==> src/rtl/handshake_pkg.sv <==
`default_nettype none
// ============================================================================
// Module      : handshake_pkg
// Description : Shared defaults and the data-word type for the toggle
//               handshake slice.
// Revision    : 1.0 - initial release
// ============================================================================
package handshake_pkg;

  localparam int DEFAULT_WIDTH       = 7;
  localparam int DEFAULT_SYNC_STAGES = 2;

  typedef logic [DEFAULT_WIDTH-1:0] data_t;

endpackage : handshake_pkg
`default_nettype wire

==> src/rtl/handshake_sync_bit.sv <==
`default_nettype none
// ============================================================================
// Module      : sync_bit
// Description : Single-bit flop-chain synchronizer, DEPTH stages deep,
//               cleared asynchronously by reset_n.
// Revision    : 1.0 - initial release
// ============================================================================
module sync_bit
  import handshake_pkg::*;
#(
  parameter int DEPTH = DEFAULT_SYNC_STAGES
) (
  input  logic clk,
  input  logic reset_n,
  input  logic d,
  output logic q
);

  logic [DEPTH-1:0] stage_q;
  logic [DEPTH-1:0] stage_d;

  // Shift the incoming bit one stage further along the chain each cycle.
  always_comb begin
    stage_d = {stage_q[DEPTH-2:0], d};
  end

  // Synchronizer flops; all cleared by reset.
  always_ff @(posedge clk or negedge reset_n) begin
    if (!reset_n) begin
      stage_q <= '0;
    end else begin
      stage_q <= stage_d;
    end
  end

  assign q = stage_q[DEPTH-1];

endmodule : sync_bit
`default_nettype wire

==> src/rtl/handshake.sv <==
`default_nettype none
// ============================================================================
// Module      : handshake
// Description : Toggle (2-phase) req/ack handshake moving WIDTH-bit words
//               from a source side to a destination side. Each control bit
//               crosses through a SYNC_STAGES-deep sync_bit chain; the data
//               word rides in a holding register that stays frozen until the
//               ack has returned.
//               Optional macro HANDSHAKE_ASSERT_EN adds concurrent assertions
//               (no logic change).
// Revision    : 1.0 - initial release
// ============================================================================
module handshake
  import handshake_pkg::*;
#(
  parameter int WIDTH       = DEFAULT_WIDTH,
  parameter int SYNC_STAGES = DEFAULT_SYNC_STAGES
) (
  input  logic             clk,
  input  logic             reset_n,
  input  logic             new_data_s,
  input  logic [WIDTH-1:0] data_in_s,
  output logic             send_s,
  output logic             capture_d,
  output logic [WIDTH-1:0] data_out_d
);

  // Source side state
  logic             req_q,  req_d;
  logic [WIDTH-1:0] hold_q, hold_d;
  logic             ack_sync;
  logic             accept;

  // Destination side state
  logic             ack_q,  ack_d;
  logic             cap_q,  cap_d;
  logic [WIDTH-1:0] dout_q, dout_d;
  logic             req_sync;
  logic             new_req;

  // Source is idle once the returned ack matches the req it last toggled.
  assign send_s = (req_q == ack_sync);
  assign accept = new_data_s & send_s;

  // Source next state: latch the word and toggle req on accept only.
  always_comb begin
    req_d  = req_q ^ accept;
    hold_d = accept ? data_in_s : hold_q;
  end

  // Source registers.
  always_ff @(posedge clk or negedge reset_n) begin
    if (!reset_n) begin
      req_q  <= 1'b0;
      hold_q <= '0;
    end else begin
      req_q  <= req_d;
      hold_q <= hold_d;
    end
  end

  // req crosses into the destination side.
  sync_bit #(.DEPTH(SYNC_STAGES)) u_req_sync (
    .clk     (clk),
    .reset_n (reset_n),
    .d       (req_q),
    .q       (req_sync)
  );

  // Destination next state: a req edge loads the word, pulses capture and
  // toggles ack (ack simply follows the synchronized req).
  always_comb begin
    new_req = req_sync ^ ack_q;
    ack_d   = req_sync;
    cap_d   = new_req;
    dout_d  = new_req ? hold_q : dout_q;
  end

  // Destination registers.
  always_ff @(posedge clk or negedge reset_n) begin
    if (!reset_n) begin
      ack_q  <= 1'b0;
      cap_q  <= 1'b0;
      dout_q <= '0;
    end else begin
      ack_q  <= ack_d;
      cap_q  <= cap_d;
      dout_q <= dout_d;
    end
  end

  // ack crosses back into the source side.
  sync_bit #(.DEPTH(SYNC_STAGES)) u_ack_sync (
    .clk     (clk),
    .reset_n (reset_n),
    .d       (ack_q),
    .q       (ack_sync)
  );

  assign capture_d  = cap_q;
  assign data_out_d = dout_q;

`ifdef HANDSHAKE_ASSERT_EN
  // Capture is a single-cycle pulse.
  a_cap_single: assert property (@(posedge clk) disable iff (!reset_n)
    capture_d |=> !capture_d);

  // send_s only drops because a word was accepted on the previous edge.
  a_send_fall: assert property (@(posedge clk) disable iff (!reset_n)
    $fell(send_s) |-> $past(new_data_s && send_s));

  // Delivered data only moves together with a capture pulse.
  a_dout_stable: assert property (@(posedge clk) disable iff (!reset_n)
    !capture_d |-> $stable(data_out_d));
`else
  // Assertions not compiled in this build.
`endif

endmodule : handshake
`default_nettype wire

==> config.mk <==
export PLATFORM = sky130hd
export DESIGN_NAME = handshake
export DESIGN_NICKNAME = d
export VERILOG_FILES = /design/src/rtl/handshake_pkg.sv /design/src/rtl/handshake_sync_bit.sv /design/src/rtl/handshake.sv
export SDC_FILE = /design/constraint.sdc
export NUM_CORES = 1
export LEC_CHECK = 0
export ABC_CLOCK_PERIOD_IN_PS = 3700
export CAP_MARGIN = 20
export CORE_UTILIZATION = 44
export CTS_CLUSTER_SIZE = 14
export DETAILED_ROUTE_END_ITERATION = 16
export DONT_BUFFER_PORTS = 1
export PLACE_DENSITY_LB_ADDON = 0.25
export SLEW_MARGIN = 20
export SYNTH_ARGS = -nofsm -noshare
export SYNTH_HDL_FRONTEND = slang
export SYNTH_SLANG_ARGS = --single-unit
==> constraint.sdc <==
create_clock -name clk -period 3.7 [get_ports clk]
set_input_delay 1.11 -clock clk [delete_from_list [all_inputs] [get_ports clk]]
set_output_delay 1.11 -clock clk [all_outputs]
set_load 0.02 [all_outputs]
Yosys cells after proc, flatten, opt, wreduce, memory -nomap -nowiden
Cells that the tools add are included.
{"block": "totals", "regBits": 21, "input_bits": 10, "output_inout_bits": 9}
{"block": "classes", "n_eq_ne": 1, "bitwise": 3}
{"cell": "bitwise XOR 1 bit", "count": 2}
{"cell": "bitwise AND 1 bit", "count": 1}
{"cell": "equality test 1 bit", "count": 1}

Depth between registers and ports, before layout
Gate-level depths: netlist of the first run.
{"block": "depth", "word_depth": 3, "depth_mapped": 3, "depth_no_buf": 3}

Hierarchy
A second synthesis of the first run with hierarchy kept.
{"block": "hier_totals", "hier_cells": 40, "hier_area_um2": 728.2}
{"mod": "handshake", "instances": 1, "cells_per_inst": 36, "area_per_inst_um2": 628.1, "seq_area_each_um2": 425.4}
{"mod": "sync_bit", "instances": 2, "cells_per_inst": 2, "area_per_inst_um2": 50.0, "seq_area_each_um2": 50.0}

Least setup slack after synthesis of the first run
OpenSTA, ideal clock, no wires.
{"block": "synth_timing", "path_kind": "register -> output", "start": "reg u_ack_sync.stage_q[1]", "end": "out send_s", "arrival_ps": 706, "required_time_ps": 2590, "slack_ps": 1884, "stages_incl_launch_ff": 2, "n_path_buf": 0, "cell_sequence": "dfrtp_1 xnor2_2"}
{"block": "synth_via", "elab_chain_len": 1}
{"item": "from (decl)", "line_no": "handshake_sync_bit.sv:19", "text": "logic [DEPTH-1:0] stage_q;"}
{"item": "from (signal assigned)", "line_no": "handshake_sync_bit.sv:32", "text": "stage_q <= stage_d;"}
{"item": "equality test 1 bit", "line_no": "handshake.sv:42", "text": "assign send_s = (req_q == ack_sync);"}
{"item": "to (decl)", "line_no": "handshake.sv:23", "text": "output logic send_s,"}
No other way between the ends.

Worst setup path in the final report of the first run
Ends and elaborated chain as after synthesis.

==> qor_table.md, run 1 <==
| Item | This run |
|:---|:---|
| Max-slew headroom | 67.97% |
| Via count | 331 |
| Pins Over Slew Limit | 0 |
| Critical path, cell by cell | xnor2_2 |
| Netlist cell types | 6 |
| Total of endpoints with negative setup slack in the final report | 0 |
| Max Root-Sink Buffers | 2 |
| Later-pin clock latency in the skew report | 0.29 ns |
| Vias per cell | 5.426 |
| TritonCTS clock tree | yes |
| Diode count | 0 |
| Number of DRC violations after detailed routing | 0 |
| Final weighted congestion of routability-driven global placement | 0.6672 |
| Cells after synthesis | 41 |
| Flop and latch count out of synthesis | 21 |
| Die Y-Extent | 43.00 µm |
| Unrepaired setup endpoints after global routing | no |
| Maximum achievable frequency | 456.7 MHz |
| Cell with the largest stage delay on the worst path | sky130_fd_sc_hd__dfrtp_1 |
| Yosys synthesis warning count | 0 |
| Most frequent cells in the layout | sky130_fd_sc_hd__dfrtp_1 (21), sky130_fd_sc_hd__mux2_2 (14), sky130_fd_sc_hd__clkbuf_4 (3), sky130_fd_sc_hd__xnor2_2 (2), sky130_fd_sc_hd__inv_1 (2) |
| Clock Skew | 0.006374 ns |
| Initial antenna violation count | 0 |
| Pleak | 0.3487 nW |
| Number of buffers inserted during clock tree synthesis | 3 |
| Met1 layer usage reported by global route | 16.24% |
| Critical path buffers and inverters | 0 |
| Outcome | completed |
| Final Worst Setup Slack | 1.510 ns |
| NumNets Final | 56 |
| Area taken by multi-input logic gates | 206.4 µm² |
| Launch point of the worst hold path | u_ack_sync.stage_q[0]$_DFF_PN0_ |
| Reg-to-reg setup timing slack | 2.28 ns |
| Cells taking the most area after synthesis | sky130_fd_sc_hd__dfrtp_1 (71%), sky130_fd_sc_hd__mux2_2 (21%), sky130_fd_sc_hd__xnor2_2 (4.4%) |
| Max FO, Critical Path | 2 |
| Overall routed net length | 1126 µm |
| Most common library cell in the layout ignoring fill and taps | sky130_fd_sc_hd__dfrtp_1 |
| Top cell type by total area after synthesis | sky130_fd_sc_hd__dfrtp_1 |
| Reg clk slew, reported paths | 0.11 ns |
| Share of the cycle needed by the critical path after routing | 59.18% |
| Resized Gates After CTS | 0 |
| Met2 track utilization from global routing | 25.15% |
| Summed instance area of the synthesized netlist | 739.5 µm² |
| Die outline area | 1849 µm² |
| DPL Wire Length | 824.1 µm |
| CTS H-Tree Depth | 1 |
| Kind of cell adding the most delay to the critical path | flip-flops |
| Via count of the first global-routing pass | 416 |
| Cell area power density | 928.8 nW/µm² |
| Synthesized netlist net count | 51 |
| Critical Path Start Type | register |
| Fraction of synthesized cell area taken by the top area cell type | 71.07% |
| Mean post-synth cell area | 18.04 µm² |
| Share of layout cells above drive strength 1 | 44.44% |
| Number of routed nets with antenna violations | 0 |
| Hold violation total from the final report | 0 |
| Avg WL per Cell | 18.46 µm |
| CP required | 2.59 ns |
| Post-CTS Repair Setup Buffers | 0 |
| PnR Total Power | 729.8 µW |
| Global-route congestion overflow total | 0 |
| Setup Slack @ Placement | 1.849 ns |
| First-pass GRT wire length | 1918 µm |
| Sum Neg Setup Slack | 0 ns |
| Stage delay of the slowest cell on the critical path | 0.43 ns |
| Kind of end point of the critical path | output port |
| Number of violations reported at the end of detailed-routing iteration 0 | 3 |
| Seq/Total Area, Yosys | 71.07% |
| Starting density of the core | 47.97% |
| Arrival time at the worst endpoint | 1.08 ns |
| Busiest grt layer | met2 |
| Pin count of the biggest net entering global routing | 22 |
| Total I/O pin count | 19 |
| Worst Hold Path Cells | 0 |
| Reg2Reg Depth | 3 |
| Filler instances | 142 |
| Reg area | 525.5 µm² |
| Type of the worst setup path | reg -> out |
| Standard-cell row count | 14 |
| Worst Max-Slew Pin Slew | 0.4781 ns |
| IR Drop Worst-Case VDD | 0.3873 mV |
| Source of the critical timing path | u_ack_sync.stage_q[1]$_DFF_PN0_ |
| R2R Path End | hold_q[4]$_DFFE_PN0P_ |
| Met3 Track Usage GR | 5.532% |
| Floorplan Core Area | 1541 µm² |
| Worst R2R Start | u_ack_sync.stage_q[1]$_DFF_PN0_ |
| Number of hold-repair buffers added at the cts stage | 0 |
| GRT Resource Usage Total | 14.58% |
| Sink of the worst hold path | u_ack_sync.stage_q[1]$_DFF_PN0_ |
| Chip width | 43.00 µm |
| Number of max-capacitance violations reported | 0 |
| Drt first pass iters | 2 |
| Input/output buffers | 0 |
| Root cell of the clock tree | sky130_fd_sc_hd__clkbuf_4 |
| Min Clock Period, post-route | 2.190 ns |
| CTS sink cnt | 21 |
| Hold Path Class | reg -> reg |
| Area grow syn2layout | 6.261% |
[synthesized netlist by cell type]
cell                       n
sky130_fd_sc_hd__dfrtp_1  21
sky130_fd_sc_hd__mux2i_1   1
sky130_fd_sc_hd__inv_1     2
sky130_fd_sc_hd__nand2_2   1
sky130_fd_sc_hd__mux2_2   14
sky130_fd_sc_hd__xnor2_2   2
[layer usage]
metal / wire length, µm / vias up / part of all wire, %
li1: - / 146 / -
met1: 451 / 172 / 40
met2: 609 / 13 / 54
met3: 66 / 0 / 5.9
met4: 0 / 0 / 0
met5: 0 / - / 0
[power by group]
| group | internal [mW] | switching (mW) | total, mW |
|---|---|---|---|
| logic | 0.108 | 0.0645 | 0.173 |
| registers | 0.332 | 0.119 | 0.452 |
| clock network | 0.0419 | 0.0637 | 0.106 |
| total | 0.482 | 0.247 | 0.730 |
[registers in the layout (all words and copies together), names as in the netlist, named ones only]
register and count:
ack_q 1, capture_d 1, data_out_d 7, hold_q 7, u_ack_sync.stage_q 2, u_req_sync.stage_q 2
[through the flow]
step	cell area [µm²]	std cells	utilization (%)	hold slack, ns
after detailed placement	759.5	57	49.27	0.3464
after global placement	759.5	57	49.27	0.3377
after floorplan	739.5	41	-	0.3312
final	785.8	61	50.97	0.3584
after CTS	785.8	61	50.97	0.3721
after global routing	785.8	61	50.97	0.3829
[how the worst max path moves through the flow]
stage / cells past startpoint / slack, ns / to
after detailed placement: 1 / 1.85 / send_s
final: 1 / 1.51 / send_s
after CTS: 1 / 1.49 / send_s
after global routing: 1 / 1.45 / send_s
after global placement: 1 / 1.86 / send_s
after floorplan: 1 / 1.88 / send_s
[cells by family after synthesis]
logic type	share of synthesized area [%]
XOR/XNOR	4.399
buffers and inverters	1.016
multiplexers	22.67
flip-flops	71.07
AND/OR/NAND/NOR	0.8466
[cell type report]
type	instances	area share (%)
Inverter	2	0.9554
Sequential cell	21	66.88
Clock buffer	4	3.344
Multi-Input combinational cell	18	26.27
Tap cell	16	2.548
Note: power is estimated with default switching activity, not from simulation.
==> run 2: changes to the inputs <==
Settings changed: ABC_CLOCK_PERIOD_IN_PS 3700 to 1800.
Clock period 3.7 ns to 1.8 ns, I/O delays scaled along.
==> run 2 against run 1 <==
  * Clock power up 100%
  * Core utilization up 0.65 points
  * First-iteration DRC count unchanged
  * Sequential share of layout area down 0.84 points
  * Combinational power up 110%
  * Cell area up 1.3%
  * Hold slack worse by 0.021 ns
  * Final cell count up 1.6%
  * Sequential power up 110%
  * Count of clock-buffer cells in the layout unchanged
  * Via count up 1.8%
  * Global-route usage unchanged
  * Critical path type unchanged
  * Critical endpoint unchanged
==> qor_table.md, run 2 (synthesized netlist as in run 1, its figures left out) <==
| Item | This run |
|:---|:---|
| Design internal power | 992.8 µW |
| Hold Path Class | in -> reg |
| Die outline area | 1849 µm² |
| Min Clock Period, post-route | 1.620 ns |
| CTS H-Tree Depth | 1 |
| Max FO, Critical Path | 2 |
| Number of violations reported at the end of detailed-routing iteration 0 | 3 |
| Area grow syn2layout | 7.614% |
| Cell area power density | 1898 nW/µm² |
| Power share of the sequential group | 61.5% |
| Drt first pass iters | 2 |
| Share of the cycle needed by the critical path after routing | 90.02% |
| Critical Path Start Type | register |
| Critical path, cell by cell | xnor2_2 |
| Pleak | 0.3529 nW |
| Arrival time at the worst endpoint | 1.08 ns |
| Pin count of the biggest net entering global routing | 22 |
| Worst R2R Start | u_ack_sync.stage_q[1]$_DFF_PN0_ |
| Floorplan Core Area | 1541 µm² |
| Max-slew headroom | 38.79% |
| Maximum achievable frequency | 617.2 MHz |
| Diode count | 0 |
| P_sw | 517.7 µW |
| Overall routed net length | 1146 µm |
| Comb power frac | 24.1% |
| Launch point of the worst hold path | new_data_s |
| Reg clk slew, reported paths | 0.11 ns |
| TritonCTS clock tree | yes |
| Number of max-capacitance violations reported | 0 |
| Unrepaired setup endpoints after global routing | no |
| Die Y-Extent | 43.00 µm |
| Initial antenna violation count | 0 |
| Switching Fraction | 34.27% |
| Starting density of the core | 47.97% |
| Most frequent cells in the layout | sky130_fd_sc_hd__dfrtp_1 (21), sky130_fd_sc_hd__mux2_2 (14), sky130_fd_sc_hd__clkbuf_4 (3), sky130_fd_sc_hd__xnor2_2 (2), sky130_fd_sc_hd__inv_1 (2) |
| Standard-cell row count | 14 |
| DPL Wire Length | 824.1 µm |
| Global-route congestion overflow total | 0 |
| Sum Neg Setup Slack | 0 ns |
| Filler instances | 138 |
| IR Drop Worst-Case VDD | 0.7977 mV |
| Critical path buffers and inverters | 0 |
| Share of layout cells above drive strength 1 | 43.48% |
| Total of endpoints with negative setup slack in the final report | 0 |
| Source of the critical timing path | u_ack_sync.stage_q[1]$_DFF_PN0_ |
| Final weighted congestion of routability-driven global placement | 0.6672 |
| Outcome | completed |
| Clock Skew | 0.006729 ns |
| Stage delay of the slowest cell on the critical path | 0.43 ns |
| Kind of cell adding the most delay to the critical path | flip-flops |
| Number of buffers inserted during clock tree synthesis | 3 |
| Max Root-Sink Buffers | 2 |
| Hold violation total from the final report | 0 |
| Number of DRC violations after detailed routing | 0 |
| Type of the worst setup path | reg -> out |
| CTS sink cnt | 21 |
| First-pass GRT wire length | 1911 µm |
| CP required | 1.26 ns |
| NumNets Final | 57 |
| Resized Gates After CTS | 0 |
| Root cell of the clock tree | sky130_fd_sc_hd__clkbuf_4 |
| Most common library cell in the layout ignoring fill and taps | sky130_fd_sc_hd__dfrtp_1 |
| Pins Over Slew Limit | 0 |
| Vias per cell | 5.435 |
| Clock share of power | 14.4% |
| Via count of the first global-routing pass | 417 |
| Later-pin clock latency in the skew report | 0.29 ns |
| Number of routed nets with antenna violations | 0 |
| Input/output buffers | 0 |
| Kind of end point of the critical path | output port |
| Total I/O pin count | 19 |
| Final core occ | 51.62% |
| Worst Max-Slew Pin Slew | 0.9151 ns |
| Via count | 337 |
| GRT Resource Usage Total | 14.58% |
| Cell with the largest stage delay on the worst path | sky130_fd_sc_hd__dfrtp_1 |
| Chip width | 43.00 µm |
| Avg WL per Cell | 18.48 µm |
## run 2: cell types whose count changed in the layout (fill, tap and decap cells not counted), sizes merged
cell / change
dlygate4sd3: +1
## run 2: metal layers
metal  wire [µm]  up-vias  track usage (%)  part of all wire, %
met5           0        -                0                    0
met4           0        0            5.455                    0
met3          64        0            5.106                  5.6
met2         607       13            25.15                   53
met1         474      176            16.52                   41
li1            -      148                -                    -
## run 2: per-stage QoR
step                      cell area [µm²]  instances  setup slack [ns]  power (mW)  hold slack, ns
after CTS                           795.8         62            0.1627       1.541          0.3325
after floorplan                     739.5         41            0.5127       1.213          0.2444
after global placement              759.5         57            0.4181       1.260          0.2448
after global routing                795.8         62            0.1200       1.605          0.3311
final                               795.8         62            0.1797       1.510          0.3370
after detailed placement            759.5         57            0.3845       1.309          0.2448
## run 2: path summary, 6_finish.rpt
check                           slack [ns]  cells after the start                         endpoint
worst max-delay path                  0.18                      1                           send_s
worst min-delay path                  0.34                      1                         register
worst max register to register        0.38                      3            hold_q[4]$_DFFE_PN0P_
worst min register to register        0.36                      0  u_ack_sync.stage_q[1]$_DFF_PN0_
max in group asynchronous             0.43                      1            hold_q[6]$_DFFE_PN0P_
min in group asynchronous             0.81                      1        data_out_d[0]$_DFFE_PN0P_
## run 2: power groups by stage
stage	logic [mW]	registers, mW	clock network (mW)
floorplan	0.317	0.897	0
CTS	0.377	0.934	0.230
global route	0.404	0.953	0.249
finish	0.365	0.928	0.217
global placement	0.340	0.920	0
detailed placement	0.365	0.944	0
## run 2: final cells by class
class,count,area (µm²),share of cell area [%]
repair buffers,1,10.01,1.258
inverters,2,7.507,0.9434
well taps,16,20.02,2.516
multi-input cells,18,206.4,25.94
clock buffers,4,26.28,3.302
flip-flops and latches,21,525.5,66.04
## run 2: repair_timing
| action | CTS | global route |
|---|---|---|
| hold buffers | 1 | 0 |
| endpoints found under the hold margin | 21 | 0 |
| setup buffers | 0 | 0 |
